`src/rtl/set_bit_serializer_if.sv`:
```
// Handshake bundle for set_bit_serializer: request side (data_i/data_val_i/
// data_ready_o) and beat side (onehot_o/index_o/last_o/data_val_o/ready_i).
// The slave modport is the serializer's view; master is the environment's view.
interface set_bit_serializer_if #(
  parameter int WIDTH = 16
);
  localparam int IDX_W = $clog2(WIDTH);

  logic [WIDTH-1:0] data_i;
  logic             data_val_i;
  logic             data_ready_o;
  logic [WIDTH-1:0] onehot_o;
  logic [IDX_W-1:0] index_o;
  logic             last_o;
  logic             data_val_o;
  logic             ready_i;

  modport slave (
    input  data_i, data_val_i, ready_i,
    output data_ready_o, onehot_o, index_o, last_o, data_val_o
  );

  modport master (
    output data_i, data_val_i, ready_i,
    input  data_ready_o, onehot_o, index_o, last_o, data_val_o
  );
endinterface

```
`src/rtl/set_bit_serializer.sv`:
```
// set_bit_serializer: accepts a WIDTH-bit request word and emits its set bits
// one per beat as a one-hot word plus binary index, flagging the final beat.
// An all-zero word still produces one beat (onehot 0, index 0, last 1).
// Optional feature: define SET_BIT_SERIALIZER_MSB_FIRST_EN to emit the
// highest set bit first; the default build emits the lowest set bit first.
module set_bit_serializer #(
  parameter int WIDTH = 16
) (
  input logic                clk_i,
  input logic                srst_i,
  set_bit_serializer_if.slave bus
);
  localparam int IDX_W = $clog2(WIDTH);

  typedef logic [WIDTH-1:0] word_t;

  // Pick the bit that goes out next from a word of pending bits.
  function automatic word_t isolate(input word_t x);
`ifdef SET_BIT_SERIALIZER_MSB_FIRST_EN
    word_t r = '0;
    for (int i = 0; i < WIDTH; i++) begin
      if (x[i]) begin
        r    = '0;
        r[i] = 1'b1;
      end
    end
    return r;
`else
    return x & (~x + word_t'(1));
`endif
  endfunction

  // Binary position of a one-hot word; 0 for an all-zero word.
  function automatic logic [IDX_W-1:0] index_of(input word_t oh);
    logic [IDX_W-1:0] r = '0;
    for (int i = 0; i < WIDTH; i++) begin
      if (oh[i]) r = IDX_W'(i);
    end
    return r;
  endfunction

  word_t            rem_q, rem_d;
  word_t            onehot_q, onehot_d;
  logic [IDX_W-1:0] index_q, index_d;
  logic             last_q, last_d;
  logic             val_q, val_d;

  logic  slot_free;
  logic  rem_empty;
  logic  data_ready;
  logic  in_xfer;
  word_t src;
  word_t iso;
  word_t nxt;

  // Handshake qualifiers; ready is combinational from ready_i so the next word
  // can enter in the same cycle the previous word's last beat leaves.
  always_comb begin
    slot_free  = !val_q || bus.ready_i;
    rem_empty  = (rem_q == '0);
    data_ready = !srst_i && rem_empty && slot_free;
    in_xfer    = bus.data_val_i && data_ready;
    src        = rem_empty ? bus.data_i : rem_q;
    iso        = isolate(src);
    nxt        = src & ~iso;
  end

  // Beat slot load: drain pending bits first, otherwise take a new word.
  always_comb begin
    // NOTE: every signal gets its hold value first so no path leaves it unassigned (no latch).
    rem_d    = rem_q;
    onehot_d = onehot_q;
    index_d  = index_q;
    last_d   = last_q;
    val_d    = val_q;
    if (slot_free) begin
      if (!rem_empty || in_xfer) begin
        onehot_d = iso;
        index_d  = index_of(iso);
        last_d   = (nxt == '0);
        rem_d    = nxt;
        val_d    = 1'b1;
      end else begin
        val_d    = 1'b0;
      end
    end
  end

  // State registers with synchronous reset; reset drops any pending beat and bits.
  always_ff @(posedge clk_i) begin
    // NOTE: non-blocking assignments so every flop samples pre-edge values.
    if (srst_i) begin
      rem_q    <= '0;
      onehot_q <= '0;
      index_q  <= '0;
      last_q   <= 1'b0;
      val_q    <= 1'b0;
    end else begin
      rem_q    <= rem_d;
      onehot_q <= onehot_d;
      index_q  <= index_d;
      last_q   <= last_d;
      val_q    <= val_d;
    end
  end

  // Drive the interface from the beat registers.
  always_comb begin
    bus.data_ready_o = data_ready;
    bus.onehot_o     = onehot_q;
    bus.index_o      = index_q;
    bus.last_o       = last_q;
    bus.data_val_o   = val_q;
  end
endmodule

```
`src/flat_wrapper.sv`:
```
// flat-port wrapper written by rule: the top's interface ports become plain ports
module set_bit_serializer_flat 
#(
  parameter int WIDTH = 16
)
  (clk_i, srst_i, bus_data_i, bus_data_val_i, bus_ready_i, bus_data_ready_o, bus_onehot_o, bus_index_o, bus_last_o, bus_data_val_o);
  set_bit_serializer_if #(.WIDTH(WIDTH)) bus_i ();
  input logic clk_i;
  input logic srst_i;
  input wire logic [$bits(bus_i.data_i)-1:0] bus_data_i;
  input wire logic [$bits(bus_i.data_val_i)-1:0] bus_data_val_i;
  input wire logic [$bits(bus_i.ready_i)-1:0] bus_ready_i;
  output wire logic [$bits(bus_i.data_ready_o)-1:0] bus_data_ready_o;
  output wire logic [$bits(bus_i.onehot_o)-1:0] bus_onehot_o;
  output wire logic [$bits(bus_i.index_o)-1:0] bus_index_o;
  output wire logic [$bits(bus_i.last_o)-1:0] bus_last_o;
  output wire logic [$bits(bus_i.data_val_o)-1:0] bus_data_val_o;
  assign bus_i.data_i = bus_data_i;
  assign bus_i.data_val_i = bus_data_val_i;
  assign bus_i.ready_i = bus_ready_i;
  assign bus_data_ready_o = bus_i.data_ready_o;
  assign bus_onehot_o = bus_i.onehot_o;
  assign bus_index_o = bus_i.index_o;
  assign bus_last_o = bus_i.last_o;
  assign bus_data_val_o = bus_i.data_val_o;
  set_bit_serializer #(.WIDTH(WIDTH)) u_core (.clk_i(clk_i), .srst_i(srst_i), .bus(bus_i));
endmodule
```
`config.mk`:
```
export PLATFORM = sky130hd
export DESIGN_NAME = set_bit_serializer_flat
export DESIGN_NICKNAME = d
export VERILOG_FILES = /design/src/rtl/set_bit_serializer_if.sv /design/src/rtl/set_bit_serializer.sv /design/src/flat_wrapper.sv
export SDC_FILE = /design/constraint.sdc
export NUM_CORES = 1
export LEC_CHECK = 0
export ABC_AREA = 1
export CORE_ASPECT_RATIO = 1.4
export CORE_MARGIN = 8
export CORE_UTILIZATION = 40
export CTS_CLUSTER_SIZE = 30
export DETAILED_ROUTE_END_ITERATION = 8
export GPL_ROUTABILITY_DRIVEN = 0
export GPL_TIMING_DRIVEN = 0
export PLACE_DENSITY = 0.67
export SYNTH_ARGS = -nofsm -noshare
export SYNTH_HDL_FRONTEND = slang
export SYNTH_SLANG_ARGS = --single-unit
```
`constraint.sdc`:
```
create_clock -name clk_i -period 1.85 [get_ports clk_i]
set_input_delay 0.185 -clock clk_i [delete_from_list [all_inputs] [get_ports clk_i]]
set_output_delay 0.185 -clock clk_i [all_outputs]
set_load 0.01 [all_outputs]
```
### After elaboration in Yosys (flattened, before gate mapping)

Index checks and enable logic that the tools add are counted.

* multipliers: 0
* div/mod/pow operators: 0
* add/subtract/negate cells: 1
* reductions and logical operators: 11
* mux-type cells: 17
* bitwise logic cells: 4
* order comparisons: 0
* shifts and indexed selects: 0
* equal/unequal tests: 0

Operator list (number)
* 16-bit AND: 2
* 16-bit logical NOT: 2
* 4-bit two-way mux: 8
* 16-bit NOT: 2
* 16-bit by 1-bit adder with 16-bit output, second input constant: 1
* 16-bit two-way mux: 1
* 3-bit two-way mux: 4
* 2-bit two-way mux: 2
* 1-bit logical AND: 3
* 1-bit logical NOT: 3
* 1-bit logical OR: 2
* 1-bit two-way mux: 2
* 2-bit AND reduction: 1

* word-level logic and storage cells: 38
* memories: 0
* flip-flop bits (word level): 38
* bits in writable memories: 0
* input bits: 20
* output and inout bits: 23
* memory bits (read-only): 0
* bits in latches: 0

### Depth between registers and ports, before layout

Gate-level depths: netlist of run 1.

* depth after elaboration: 20
* depth in mapped cells: 17
* gate-level depth less buffers: 16

### Worst setup path after synthesis of run 1

Ideal clock, no wire load.

* path type: reg-to-reg
* start point: register u_core.rem_q[10]
* end point: register u_core.onehot_q[1], in the netlist u_core.bus.onehot_o[1]
* library setup time: 0.133 ns
* path slack: 0.094 ns
* arrival time: 1.623 ns
* cell stages (with the launch flop): 14
* path through: dfxtp_1 > nor2_2 > nand2_2 > nor2_4 > nand2_2 > buf_6 > inv_2 > nand2_1 > nand2_4 > inv_2 > buf_2 > clkbuf_1 > o21ai_0 > a21oi_1

* longest elaborated chain between the ends: 6
* elaborated cells on any way between the ends: 11
* those cells by class: add/sub: 1; mux: 1; bitwise: 2; reduce/logical: 7

RTL lines
* start, declared: RTL line set_bit_serializer.sv:42 `word_t rem_q, rem_d;`
* start signal, assigned: RTL line set_bit_serializer.sv:99 `rem_q <= rem_d;`
* 16-bit logical NOT (*): RTL line set_bit_serializer.sv:60 `rem_empty = (rem_q == '0);`
* branches (longest 5 deep; another with 16-bit by 1-bit adder with 16-bit output)
* end signal, assigned: RTL line set_bit_serializer.sv:100 `onehot_q <= onehot_d;`
* end, declared: RTL line set_bit_serializer.sv:43 `word_t onehot_q, onehot_d;`

Every way passes the cells marked *.
A chain may end at the register's enable or synchronous reset.

### Final worst setup path of run 1

* start point: register u_core.rem_q[13]
* end point: register u_core.last_q, in the netlist u_core.bus.last_o

* longest elaborated chain between the ends: 8
* elaborated cells on any way between the ends: 14
* those cells by class: add/sub: 1; mux: 1; bitwise: 4; reduce/logical: 8

RTL lines
* 16-bit logical NOT: RTL line set_bit_serializer.sv:60
* 16-bit two-way mux: RTL line set_bit_serializer.sv:63 `src = rem_empty ? bus.data_i : rem_q;`
* 16-bit NOT: RTL line set_bit_serializer.sv:29 `return x & (~x + word_t'(1));`
* 16-bit by 1-bit adder with 16-bit output: RTL line set_bit_serializer.sv:29
* 16-bit AND: RTL line set_bit_serializer.sv:29
* 16-bit NOT: RTL line set_bit_serializer.sv:65 `nxt = src & ~iso;`
* 16-bit AND: RTL line set_bit_serializer.sv:65
* 16-bit logical NOT: RTL line set_bit_serializer.sv:80 `last_d = (nxt == '0);`
* end signal, assigned: RTL line set_bit_serializer.sv:102 `last_q <= last_d;`
* end, declared: RTL line set_bit_serializer.sv:45 `logic last_q, last_d;`

Several ways; a longest one is shown, not always the timed one.

==> run_results.csv, run 1 <==
group,metric,value,unit
clock_network,cts_inserted_buffers,5,
critical_path,cp-end-kind,"flip-flop",
routing,drt-pass1-iter-count,5,
routing,num_vias,2696,
logic_synthesis,synth_warnings,0,
routing,wl_per_cell,17.6,um
timing,setup_viol,37,
logic_synthesis,yosys_most_used_dff,"dfxtp_1",
logic_synthesis,yosysMostFrequentCell,"nand2_1",
timing,hold_viol_final,0,
floorplanning,coreArea,5530,um2
logic_synthesis,synth_cells,345,
timing,rsz0062_at_grt,"yes",
critical_path,worstSetupPathType,"reg2reg",
placement,hpwlAfterDp,5.23,mm
critical_path,worst_setup_path_start_kind,"flip-flop",
placement,io_buffers,41,
clock_network,clk_pin_slew,80,ps
grt,grt_pass1_vias,2638,
clock_network,clock_sinks,37,
floorplanning,boundaryPins,43,
status,failed_checks,"negative setup slack",
grt,grt_usage,0.180,
routing,ant_nets,0,
floorplanning,die_y,106,um
critical_path,crit_path_frequent_cell,"nand2_1",
power,p_total,8800,uW
placement,placed_cell_area,2790,um2
power,pwr_density_cell,2360,nW/um2
critical_path,critPathMaxStageDelay,370,ps
critical_path,rr_worst_depth,15,
cells_and_area,final_util,0.673,
placement,detailedPlace.worstSlack,-328,ps
min_path,hold_path_class,"in2reg",
min_path,hold_depth,2,
grt,antenna_found_initial,0,
cells_and_area,final_cells,495,
timing,setup_slack,-478,ps
grt,grt_max_degree,12,
critical_path,cp-startpoint,"u_core.rem_q[13]$_SDFFE_PP0P_",
logic_synthesis,synth_top_cell_by_area,"dfxtp_1",
power,irDropWorstVdd,1.39,mV
cells_and_area,diodes,0,
logic_synthesis,synth_edf_count,0,
timing,post-route-period-util,1.26,
logic_synthesis,async_reset_ff_frac,0,
critical_path,critPathMaxFanout,5,
critical_path,worst_ep_required_time,2080,ps
placement,dp_cells,454,
timing,worst-slew-pin-transition,838,ps
logic_synthesis,syn_area_per_cell,6.66,um2
floorplanning,dieArea,8460,um2
logic_synthesis,synth_cell_types,29,
critical_path,crit_chain,"nor2_1 -> nand2_1 -> nor2_4 -> buf_2 -> nand3_1 -> nand2_1 -> nor2_1 -> nand2_1 -> nor2_1 -> nand2_1 -> nand2_1 -> nand2_1 -> nor2_2 -> nand4_1 -> a21oi_1",
timing,maxSlewHeadroom,0.441,
logic_synthesis,ys_top_cells_by_area,"dfxtp_1, nand2_1, a21oi_1",
clock_network,cts_root_buf,"clkbuf_8",
routing,drc,0,
critical_path,critical-path-slowest-cell,"dfxtp_1",
logic_synthesis,synth_top_area_share,0.322,
timing,maxSlewViolCount,0,
power,p_leak,0.00165,uW
cells_and_area,design_area,3720,um2
clock_network,cts_tree,"yes",
critical_path,r2r-start,"u_core.rem_q[13]$_SDFFE_PP0P_",
floorplanning,start_util,0.416,
flow_run,cap_viol_max_count,0,
timing,finalClockSkew,7.51,ps
routing,drt_wl_total,8.69,mm
cells_and_area,layout.nets,447,
floorplanning,rows,32,
grt,grt_pass1_wl,12.2,mm
timing,layout_min_cycle_time,2330,ps
clock_network,clockBufferDepth,2,
routing,vias_per_cell,5.45,
logic_synthesis,ys_top_cells_by_count,"nand2_1, dfxtp_1, a21oi_1",
timing,fmax,430,MHz
logic_synthesis,synth_seq_cells,37,
status,status,"finished with violations",
routing,drt_iter0_drc,263,
critical_path,cp.arrival,2560,ps
logic_synthesis,netlist_area,2300,um2
floorplanning,dieWidth,80.1,um
cells_and_area,layout-drive-gt1-share,0.400,
clock_network,clkLatencyLatePin,290,ps
grt,overflow,0,
logic_synthesis,syn_nets,365,
logic_synthesis,ys_seq_area_frac,0.322,
min_path,min_from,"srst_i",
clock_network,h-tree-depth,2,
cells_and_area,syn_to_final_growth,62.0,%
critical path, delay by kind of cell (launching register included):
family                 cells  cell delay, ps
flip-flops                 1             370
AND/OR/NAND/NOR           13            1550
buffers and inverters      1             160
AO/OA/AOI/OAI              1             160
worst paths after layout:
path,to,slack (ps)
worst max register to register,u_core.bus.last_o$_SDFFE_PP0P_,-480
worst min register to register,u_core.bus.onehot_o[4]$_SDFFE_PP0P_,470
worst max-delay path,u_core.bus.last_o$_SDFFE_PP0P_,-480
worst min-delay path,u_core.rem_q[1]$_SDFFE_PP0P_,240
layout make-up:
type                            instances  area (um2)
Fill cell                             449        1800
Multi-Input combinational cell        259        1680
Timing Repair Buffer                   77         801
Sequential cell                        37         746
Buffer                                 14         186
Inverter                               33         134
Tap cell                               68        85.1
Clock buffer                            6        82.6
Clock inverter                          1        7.51
per-layer routing:
layer  vias to the layer above  global-route usage  routed length, um
li1                       1289                   -                  -
met5                         -                   0                  0
met3                        32              0.0417                440
met4                         0               0.103                423
met1                      1257               0.185               3340
met2                       118               0.319               4490
state kept, by name, indices dropped and copies added, names as in the netlist:
signal / cells
u_core.bus.onehot_o: 16
u_core.bus.data_val_o: 1
u_core.bus.last_o: 1
u_core.rem_q: 15
u_core.bus.index_o: 4
layout by cell type, fill, tap and decap left out, types with 8 or more instances in the layout:
cell and n:
a21oi_1 23, a21oi_2 12, buf_4 21, buf_6 10
clkdlybuf4s50_1 40, dfxtp_1 33, inv_1 27, nand2_1 59
nand2_2 26, nand2_4 12, nand3_1 22, nand3_2 8
nor2_1 27, nor2_2 8, nor2_4 8, o21ai_2 21
cells by family (layout without fill, tap and decap cells):
group | Yosys count | in the layout | synth area share
flops | 37 | 37 | 0.322
buf+inv | 49 | 131 | 0.0980
compound gates | 74 | 74 | 0.170
simple gates | 185 | 185 | 0.409
through the flow:
step	TNS [ps]	hold WS (ps)
after floorplan	0	452
after global placement	-7390	455
after detailed placement	-8580	459
after CTS	-1450	240
after global routing	-11740	291
final	-8270	236
report_power, final:
group	switching [uW]	total, uW	internal (uW)
combinational	3940	6940	2990
clock	294	589	295
sequential	200	1280	1080
total	4440	8800	4360
repair_timing:
action,CTS,global route
gates resized for setup,93,79
setup buffers,28,3
gates cloned,5,5
hold buffers,0,0
endpoints found under the setup margin,36,36
pin swaps,32,30
Power figures use the tool's default switching activity.
==> inputs of run 2 (changes only) <==
--- a/config.mk
+++ b/config.mk
@@ -6,14 +6,16 @@
 export NUM_CORES = 1
 export LEC_CHECK = 0
 export ABC_AREA = 1
+export CELL_PAD_IN_SITES_DETAIL_PLACEMENT = 0
+export CELL_PAD_IN_SITES_GLOBAL_PLACEMENT = 1
 export CORE_ASPECT_RATIO = 1.4
 export CORE_MARGIN = 8
-export CORE_UTILIZATION = 40
+export CORE_UTILIZATION = 33
 export CTS_CLUSTER_SIZE = 30
 export DETAILED_ROUTE_END_ITERATION = 8
 export GPL_ROUTABILITY_DRIVEN = 0
 export GPL_TIMING_DRIVEN = 0
-export PLACE_DENSITY = 0.67
+export PLACE_DENSITY = 0.77
 export SYNTH_ARGS = -nofsm -noshare
 export SYNTH_HDL_FRONTEND = slang
 export SYNTH_SLANG_ARGS = --single-unit
==> run_results.csv, run 2 (same netlist as run 1, synthesis figures left out) <==
group,metric,value,unit
status,status,"finished with violations",
status,failed_checks,"negative setup slack",
timing,setup_slack,-292,ps
min_path,hold_path_class,"in2reg",
placement,placed_cell_area,2830,um2
critical_path,cp.arrival,2370,ps
critical_path,critical-path-slowest-cell,"dfxtp_2",
timing,hold_viol_final,0,
timing,rsz0062_at_grt,"yes",
critical_path,worstSetupPathType,"reg2reg",
critical_path,cp.depth,14,
cells_and_area,layout-drive-gt1-share,0.307,
grt,grt_pass1_vias,2498,
critical_path,r2r_slack,-290,ps
timing,setup_viol,35,
clock_network,holdBufCountCts,0,
grt,antenna_found_initial,0,
floorplanning,die_y,115,um
timing,fmax,467,MHz
cells_and_area,layout.nets,431,
clock_network,clock_sinks,37,
grt,grt_max_degree,12,
routing,num_vias,2432,
grt,grt_pass1_wl,12.2,mm
routing,drt_wl_total,7.46,mm
timing,maxSlewViolCount,0,
timing,finalClockSkew,8.74,ps
clock_network,cts_root_buf,"clkbuf_8",
floorplanning,boundaryPins,43,
critical_path,critPathMaxFanout,6,
critical_path,crit_chain,"nor2_2 -> nand2_1 -> nor2_4 -> buf_6 -> nand3b_1 -> nand2_2 -> nand2_2 -> nor2_4 -> nand3_2 -> nand2_2 -> nand2_1 -> nor2_2 -> nand4_1 -> a21oi_2",
timing,worst-slew-pin-transition,448,ps
floorplanning,coreArea,6850,um2
placement,io_buffers,41,
routing,drc,0,
critical_path,crit_path_frequent_cell,"nand2_2",
min_path,hold_depth,2,
floorplanning,dieWidth,86.5,um
power,p_total,7290,uW
critical_path,cp-end-kind,"flip-flop",
routing,ant_nets,0,
timing,post-route-period-util,1.16,
cells_and_area,design_area,3250,um2
cells_and_area,syn_to_final_growth,41.3,%
timing,tns,-3830,ps
clock_network,clk_pin_slew,80,ps
critical_path,critPathMaxStageDelay,340,ps
critical_path,crit_family,"simple AND/OR/NAND/NOR gates",
floorplanning,rows,36,
critical_path,worst_setup_path_start_kind,"flip-flop",
routing,vias_per_cell,4.81,
cells_and_area,diodes,0,
min_path,min_from,"srst_i",
power,irDropWorstVdd,0.953,mV
placement,hpwlAfterDp,5.71,mm
cells_and_area,layout_commonest_cell,"nand2_1",
cells_and_area,layout_common_cells,"nand2_1, clkdlybuf4s50_1, a21oi_1",
clock_network,clockBufferDepth,2,
timing,maxSlewHeadroom,0.701,
cells_and_area,final_cells,506,
critical_path,rr_worst_depth,14,
grt,grt_usage,0.155,
min_path,holdPathEnd,"u_core.rem_q[1]$_SDFFE_PP0P_",
clock_network,cts_inserted_buffers,5,
grt,overflow,0,
critical_path,critPathBufInv,1,
floorplanning,start_util,0.336,
critical_path,r2r-start,"u_core.rem_q[7]$_SDFFE_PP0P_",
routing,wl_per_cell,14.7,um
placement,dp_cells,481,
timing,layout_min_cycle_time,2140,ps
routing,drt-pass1-iter-count,4,
clock_network,cts_tree,"yes",
clock_network,h-tree-depth,2,
critical_path,worst_ep_required_time,2080,ps
floorplanning,dieArea,9930,um2
power,p_leak,0.00143,uW
flow_run,cap_viol_max_count,0,
routing,drt_iter0_drc,117,
power,pwr_density_cell,2250,nW/um2
critical_path,r2r_end,"u_core.bus.last_o$_SDFFE_PP0P_",
cells_and_area,largest_reg_flops,16,
timing,hold-worst-slack,237,ps
clock_network,clkLatencyLatePin,290,ps
## run 2: worst max path at each step
stage	from	endpoint	slack [ps]
6_report	u_core.rem_q[7]$_SDFFE_PP0P_	u_core.bus.last_o$_SDFFE_PP0P_	-290
5_1_grt	u_core.rem_q[10]$_SDFFE_PP0P_	u_core.bus.last_o$_SDFFE_PP0P_	-420
4_1_cts	u_core.rem_q[15]$_SDFFE_PP0P_	u_core.bus.last_o$_SDFFE_PP0P_	-300
3_5_place_dp	u_core.rem_q[15]$_SDFFE_PP0P_	u_core.bus.last_o$_SDFFE_PP0P_	-370
3_3_place_gp	u_core.rem_q[9]$_SDFFE_PP0P_	u_core.bus.last_o$_SDFFE_PP0P_	-390
2_1_floorplan	u_core.rem_q[10]$_SDFFE_PP0P_	u_core.bus.onehot_o[1]$_SDFFE_PP0P_	90
## run 2: layout make-up
type	count	area, um2
multi-input combinational	259	1480
tap	95	119
sequential	37	748
timing repair buffer	59	548
buffer	16	140
inverter	33	124
clock inverter	1	7.51
fill	755	3600
clock buffer	6	82.6
## run 2: power by group
group / switching, uW / internal (uW) / total (uW)
Combinational: 3290 / 2170 / 5460
Clock: 303 / 295 / 598
Sequential: 156 / 1080 / 1230
Total: 3750 / 3550 / 7290
## run 2: layer usage
| metal | wire length, um | up-vias | part of all wire | track usage |
|---|---|---|---|---|
| li1 | - | 1254 | - | - |
| met1 | 3170 | 1107 | 0.42 | 0.174 |
| met2 | 3770 | 58 | 0.51 | 0.278 |
| met3 | 298 | 13 | 0.040 | 0.0287 |
| met4 | 220 | 0 | 0.030 | 0.0600 |
| met5 | 0 | - | 0 | 0 |
## run 2: timing repair
item,4_1_cts,5_1_grt
setup endpoints to repair,36,37
buffers inserted,15,2
hold endpoints to repair,0,0
gates resized for setup,52,26
pin swaps,19,21
cloned,1,0
## run 2: stage by stage
stage,worst slack [ps],utilization
4_1_cts,-298,0.461
3_5_place_dp,-373,0.413
3_3_place_gp,-392,0.413
6_report,-292,0.474
5_1_grt,-416,0.474
2_1_floorplan,94.5,-
